===== config.mk =====
export PLATFORM = sky130hd
export DESIGN_NAME = lsu_mem_port
export DESIGN_NICKNAME = d
export VERILOG_FILES = /design/src/rtl/lsu_mem_port_pkg.sv /design/src/rtl/lsu_load_align.sv /design/src/rtl/lsu_mem_port.sv
export SDC_FILE = /design/constraint.sdc
export NUM_CORES = 1
export LEC_CHECK = 0
export CORE_MARGIN = 3
export CORE_UTILIZATION = 49
export CTS_BUF_LIST = sky130_fd_sc_hd__clkbuf_4
export CTS_CLUSTER_SIZE = 20
export DETAILED_ROUTE_END_ITERATION = 8
export GPL_TIMING_DRIVEN = 0
export MAX_ROUTING_LAYER = met4
export PLACE_DENSITY = 0.88
export RECOVER_POWER = 50
export SYNTH_ARGS = -nofsm -noshare
export SYNTH_HDL_FRONTEND = slang
export SYNTH_SLANG_ARGS = --single-unit
export TNS_END_PERCENT = 50

===== constraint.sdc =====
create_clock -name clk -period 7.8 [get_ports clk]
set_clock_uncertainty 0.15 [all_clocks]
set_input_delay 2.34 -clock clk [delete_from_list [all_inputs] [get_ports clk]]
set_output_delay 2.34 -clock clk [all_outputs]
set_load 0.005 [all_outputs]

===== src/rtl/lsu_mem_port_pkg.sv =====
// lsu_mem_port_pkg: ALU load/store codes, LSU FSM states and lane-enable helpers
package lsu_mem_port_pkg;
  localparam logic [5:0] ALU_LUI  = 6'd0;
  localparam logic [5:0] ALU_JAL  = 6'd1;
  localparam logic [5:0] ALU_JALR = 6'd2;
  localparam logic [5:0] ALU_BEQ  = 6'd3;
  localparam logic [5:0] ALU_BNE  = 6'd4;
  localparam logic [5:0] ALU_BLT  = 6'd5;
  localparam logic [5:0] ALU_BGE  = 6'd6;
  localparam logic [5:0] ALU_BLTU = 6'd7;
  localparam logic [5:0] ALU_BGEU = 6'd8;
  localparam logic [5:0] ALU_LB   = 6'd9;
  localparam logic [5:0] ALU_LH   = 6'd10;
  localparam logic [5:0] ALU_LW   = 6'd11;
  localparam logic [5:0] ALU_LBU  = 6'd12;
  localparam logic [5:0] ALU_LHU  = 6'd13;
  localparam logic [5:0] ALU_SB   = 6'd14;
  localparam logic [5:0] ALU_SH   = 6'd15;
  localparam logic [5:0] ALU_SW   = 6'd16;
  localparam logic [5:0] ALU_ADD  = 6'd17;
  localparam logic [5:0] ALU_NOP  = 6'd63;
  localparam logic [1:0] LSU_IDLE   = 2'd0;
  localparam logic [1:0] LSU_ACCESS = 2'd1;
  localparam logic [1:0] LSU_DONE   = 2'd2;
  typedef enum logic [1:0] {SZ_B, SZ_H, SZ_W} lsu_size_t;
  function automatic logic is_load(input logic [5:0] op);
    return op inside {ALU_LB, ALU_LH, ALU_LW, ALU_LBU, ALU_LHU};
  endfunction
  function automatic logic is_store(input logic [5:0] op);
    return op inside {ALU_SB, ALU_SH, ALU_SW};
  endfunction
  function automatic lsu_size_t op_size(input logic [5:0] op);
    return op inside {ALU_LB, ALU_LBU, ALU_SB} ? SZ_B : op inside {ALU_LH, ALU_LHU, ALU_SH} ? SZ_H : SZ_W;
  endfunction
  function automatic logic [3:0] byte_be(input logic [1:0] o);
    return 4'b0001 << o;
  endfunction
  function automatic logic [3:0] half_be(input logic [1:0] o);
    return 4'b0011 << {o[1], 1'b0};
  endfunction
endpackage


===== src/rtl/lsu_load_align.sv =====
// lsu_load_align: lane extract and sign/zero extension of a read word
import lsu_mem_port_pkg::*;
module lsu_load_align (
  input  lsu_size_t   size,
  input  logic        uns,
  input  logic [1:0]  offset,
  input  logic [31:0] rdata,
  output logic [31:0] data
);
  logic [7:0] b;
  logic [15:0] h;
  always_comb begin
    b = rdata[{offset, 3'b000} +: 8];
    h = offset[1] ? rdata[31:16] : rdata[15:0];
    data = size == SZ_W ? rdata : size == SZ_H ? {{16{h[15] & ~uns}}, h} : {{24{b[7] & ~uns}}, b};
  end
endmodule


===== src/rtl/lsu_mem_port.sv =====
// lsu_mem_port: req/ack data-memory port for ALU load/store ops; define MISALIGN_TRAP_EN to trap misaligned half/word accesses
import lsu_mem_port_pkg::*;
module lsu_mem_port #(
  parameter int WAIT_W = 8
) (
  input  logic        clk,
  input  logic        rst,
  input  logic        start,
  input  logic [5:0]  alucode,
  input  logic [31:0] addr,
  input  logic [31:0] store_data,
  output logic        busy,
  output logic        done,
  output logic [31:0] load_data,
  output logic        bus_err,
  output logic        misaligned,
  output logic        mem_req,
  output logic        mem_we,
  output logic [31:0] mem_addr,
  output logic [3:0]  mem_be,
  output logic [31:0] mem_wdata,
  input  logic        mem_ack,
  input  logic [31:0] mem_rdata
);
  localparam int unsigned LAST = (1 << WAIT_W) - 2;
  logic [1:0] state;
  logic [WAIT_W-1:0] cnt;
  lsu_size_t size_d, size_q;
  logic uns_q, load_q, mis, mis_q, err_q, accept, timeout;
  logic [1:0] off_q;
  logic [3:0] be_d;
  logic [31:0] wd_d, ld_q, aligned;
  always_comb begin
    size_d = op_size(alucode);
    accept = state == LSU_IDLE && start && (is_load(alucode) || is_store(alucode));
    be_d = size_d == SZ_W ? 4'hF : size_d == SZ_H ? half_be(addr[1:0]) : byte_be(addr[1:0]);
    wd_d = size_d == SZ_W ? store_data : size_d == SZ_H ? {2{store_data[15:0]}} : {4{store_data[7:0]}};
`ifdef MISALIGN_TRAP_EN
    mis = (size_d == SZ_H && addr[0]) || (size_d == SZ_W && addr[1:0] != 2'b00);
`else
    mis = 1'b0;
`endif
    timeout = !mem_ack && cnt == LAST[WAIT_W-1:0];
  end
  lsu_load_align u_align (.size(size_q), .uns(uns_q), .offset(off_q), .rdata(mem_rdata), .data(aligned));
  always_ff @(posedge clk or posedge rst)
    if (rst) begin
      state <= LSU_IDLE;
      cnt <= '0;
      mem_addr <= '0;
      mem_be <= '0;
      mem_we <= 1'b0;
      mem_wdata <= '0;
      size_q <= SZ_B;
      uns_q <= 1'b0;
      load_q <= 1'b0;
      off_q <= '0;
      ld_q <= '0;
      err_q <= 1'b0;
      mis_q <= 1'b0;
    end else case (state)
      LSU_IDLE: if (accept) begin
        state <= mis ? LSU_DONE : LSU_ACCESS;
        cnt <= '0;
        mem_addr <= {addr[31:2], 2'b00};
        mem_be <= be_d;
        mem_we <= is_store(alucode) & ~mis;
        mem_wdata <= wd_d;
        size_q <= size_d;
        uns_q <= alucode == ALU_LBU || alucode == ALU_LHU;
        load_q <= is_load(alucode);
        off_q <= addr[1:0];
        ld_q <= '0;
        err_q <= 1'b0;
        mis_q <= mis;
      end
      LSU_ACCESS: if (mem_ack || timeout) begin
        state <= LSU_DONE;
        ld_q <= mem_ack && load_q ? aligned : '0;
        err_q <= !mem_ack;
      end else cnt <= cnt + 1'b1;
      default: state <= LSU_IDLE;
    endcase
  assign mem_req = state == LSU_ACCESS;
  assign busy = accept || mem_req;
  assign done = state == LSU_DONE;
  assign load_data = ld_q;
  assign bus_err = err_q;
  assign misaligned = mis_q;
endmodule


==> flow_metrics.py <==
metrics = {
    "synthesis": {
        "synth_top_cell_area_share": 0.523,
        "synthTopCellsByArea": "dfrtp_1 (52%), mux2_2 (9.9%), o21ai_0 (5.5%)",
        "synth.distinct_cells": 54,
        "yosysWarningCount": 0,
        "synth-main-ff-cell": "dfrtp_1",
        "yosysSeqAreaShare": 0.523,
        "synth_async_sr_flop_share": 1.00,
        "synth_top_cell_by_area": "dfrtp_1",
        "syn_avg_cell_area_um2": 10.9,
        "synth_edf_count": 0,
        "syn_area_mm2": 0.00555,
        "ys_seq_elements": 116,
        "syn_inst": 511,
    },
    "sta": {
        "hold_viol_final": 0,
        "setup_tns_ps": 0,
        "min_period_over_period": 0.966,
        "rsz0062_at_grt": "false",
        "slew_violations": 119,
        "slew_headroom": -1.04,
        "min_period_ps": 7540,
        "worst_pin_slew_ps": 3060,
        "setup_violations": 0,
        "fmax_mhz": 133,
    },
    "clocking": {
        "cts_root_buf": "clkbuf_4",
        "h-tree-depth": 4,
        "numClockSinks": 116,
        "clk_pin_slew_worst_paths_ps": 100,
        "cts_made_buffers": 17,
        "post_cts_buffers": 0,
        "clk_latency_ps": 490,
        "clock_path_buffers": 2,
        "cts_tree": "yes",
        "cts_hold_buffers": 0,
        "post_cts_resize_count": 0,
    },
    "worst_hold_path": {
        "hold_path_depth": 1,
        "min_to": "load_data[3]$_DFFE_PP0P_",
        "hold_path.class": "flop to flop",
        "min_from": "load_data[3]$_DFFE_PP0P_",
    },
    "worst_setup_path": {
        "end_kind": "primary output",
        "cp-start-kind": "primary input",
        "critPathBufInv": 4,
        "path_cells": "clkdlybuf4s50_1, nor3_1, mux2i_1, or2_1, buf_2, buf_2, nand2_1, clkdlybuf4s50_1",
        "cp.arrival_ps": 5050,
        "cp_top_family": "buffers and inverters",
        "crit_slowest_cell": "mux2i_1",
        "worst-setup-path-type": "primary input to primary output",
        "cp_max_fo": 10,
        "regToRegSetupSlack_ps": 5400,
        "max_stage_delay_ps": 570,
        "rr_worst_depth": 5,
        "rr_endpoint": "load_data[15]$_DFFE_PP0P_",
        "cp.required_ps": 5310,
        "r2r_start": "off_q[1]$_DFFE_PP0P_",
    },
    "final_layout": {
        "fin_cells": 893,
        "syn2layout_area_growth_pct": 45.8,
        "antenna_cells": 0,
        "layout-drive-gt1-share": 0.137,
        "final_cell_area_mm2": 0.00809,
        "final_nets": 848,
    },
    "floorplan": {
        "die_y_um": 112,
        "placementRows": 38,
        "num_io_pins": 212,
        "fp.coreArea_mm2": 0.0109,
        "die_w_um": 112,
        "fp.dieArea_mm2": 0.0126,
        "start_util": 0.507,
    },
    "drt": {
        "first_pass_iters": 6,
        "vias": 5123,
        "wl_met3_um": 1540,
        "ant_nets": 0,
        "drt-met1-wl_um": 6730,
        "remaining_drc_errors": 0,
        "highest_layer": "met4",
        "routed_wl_um": 17200,
        "drt_iter0_drc": 413,
        "vias_per_cell": 5.74,
        "dr_wl_met2_um": 8480,
        "wl_per_cell_um": 19.3,
    },
    "global_route": {
        "grt_first_pass_wirelength_um": 27700,
        "grtUsageTotal": 0.284,
        "antenna_found_initial": 0,
        "grt_overflow": 0,
        "grt_pass1_vias": 5462,
        "grt_max_degree": 70,
    },
    "outcome": {
        "status": "complete, but fails checks",
        "violations": "max-capacitance violations, max-slew violations",
    },
    "pwr": {
        "power_density_mw_per_mm2": 228,
        "p_leak_nw": 3.45,
        "vdd_drop_max_mv": 0.141,
        "p_total_mw": 1.84,
    },
    "placement": {
        "port_buffers": 207,
        "dp_cells": 861,
        "place_area_mm2": 0.00783,
        "gp_congestion": 0.906,
        "place_hpwl_um": 13200,
    },
    "job": {
        "drv_cap": 2,
    },
}
synth_stat cells (4+ instances only):
library cell / count
a2bb2oi_1: 5
inv_1: 9
a22o_1: 16
nor2_1: 51
o21bai_1: 11
mux2i_1: 18
nand2_1: 13
dfrtp_1: 116
nand2b_1: 10
nand3_1: 5
buf_2: 11
o21ai_0: 61
nor2b_1: 4
clkbuf_1: 23
nor3_1: 10
mux2_2: 49
o21ai_1: 6
a32o_1: 16
a222oi_1: 8
a21oi_1: 22
where the power goes:
part	internal [mW]	switching [mW]
clock	0.190	0.237
combinational	0.362	0.235
sequential	0.735	0.0822
registers in the layout (all words and copies together) (netlist names):
name and count:
bus_err 1, cnt 8, load_data 32, load_q 1
mem_addr 30, mem_be 4, mem_wdata 32, mem_we 1
off_q 2, size_q 2, state 2, uns_q 1
layout make-up:
class | count | area (um2)
fillers | 803 | 2850
clock buffers | 18 | 135
inverters | 10 | 38.8
multi-input cells | 347 | 2420
clock inverters | 14 | 139
plain buffers | 40 | 198
repair buffers | 208 | 2080
well taps | 140 | 175
flip-flops and latches | 116 | 2900
layout by cell type, fill, tap and decap left out, types with 2 or more instances in the layout:
| master | instances |
|---|---|
| nor2b_1 | 4 |
| nand3_1 | 5 |
| a22oi_1 | 2 |
| buf_2 | 11 |
| nor2_1 | 51 |
| mux2_2 | 49 |
| nand4_1 | 2 |
| dlygate4sd3_1 | 52 |
| nor3b_1 | 3 |
| nor3_1 | 10 |
| a21oi_1 | 22 |
| inv_1 | 8 |
| buf_6 | 3 |
| o21bai_1 | 11 |
| and3_1 | 2 |
| bufinv_16 | 2 |
| ha_1 | 2 |
| conb_1 | 3 |
| nand2b_1 | 10 |
| clkbuf_1 | 23 |
| o21ai_1 | 6 |
| buf_4 | 3 |
| o21ai_0 | 61 |
| dfrtp_1 | 116 |
| o211ai_1 | 2 |
| clkinvlp_4 | 6 |
| clkdlybuf4s50_1 | 155 |
| a222oi_1 | 8 |
| xor2_1 | 3 |
| a32o_1 | 16 |
| mux2i_1 | 18 |
| clkbuf_4 | 18 |
| nand2_1 | 13 |
| a2bb2oi_1 | 5 |
| a22o_1 | 16 |
| clkinv_2 | 5 |
worst register-to-register path: stages (launching register included):
cell and delay, ps:
dfrtp_1 330, buf_2 230, mux4_2 580, a31oi_1 550
a21oi_1 150, a32o_1 290
layer usage:
layer  GRT usage  vias up
met4       0.103        0
li1            -     2320
met3      0.0863       35
met1       0.330     2490
met2       0.468      278
met5           -        -
kinds of logic after synthesis:
group | synth area share
other | 0.000676
multiplexers | 0.136
buffers and inverters | 0.0424
XOR/XNOR | 0.00474
AO/OA/AOI/OAI | 0.193
AND/OR/NAND/NOR | 0.0959
adder cells (fa/ha/maj) | 0.00451
flip-flops | 0.523
how the worst max path moves through the flow:
stage	end	slack [ps]	depth (start not counted)	startpoint
floorplan	busy	1600	7	alucode[2]
global placement	busy	350	8	alucode[0]
detailed placement	busy	280	8	alucode[0]
CTS	busy	280	8	alucode[0]
global route	busy	120	8	alucode[0]
finish	busy	260	8	alucode[0]
per-stage QoR:
step	utilization	setup WS (ps)	hold WS (ps)
6_report	0.740	264	354
5_1_grt	0.740	124	370
4_1_cts	0.741	280	358
3_5_place_dp	0.716	284	334
3_3_place_gp	0.714	346	323
2_1_floorplan	-	1600	313
Note: power is estimated with default switching activity, not from simulation.
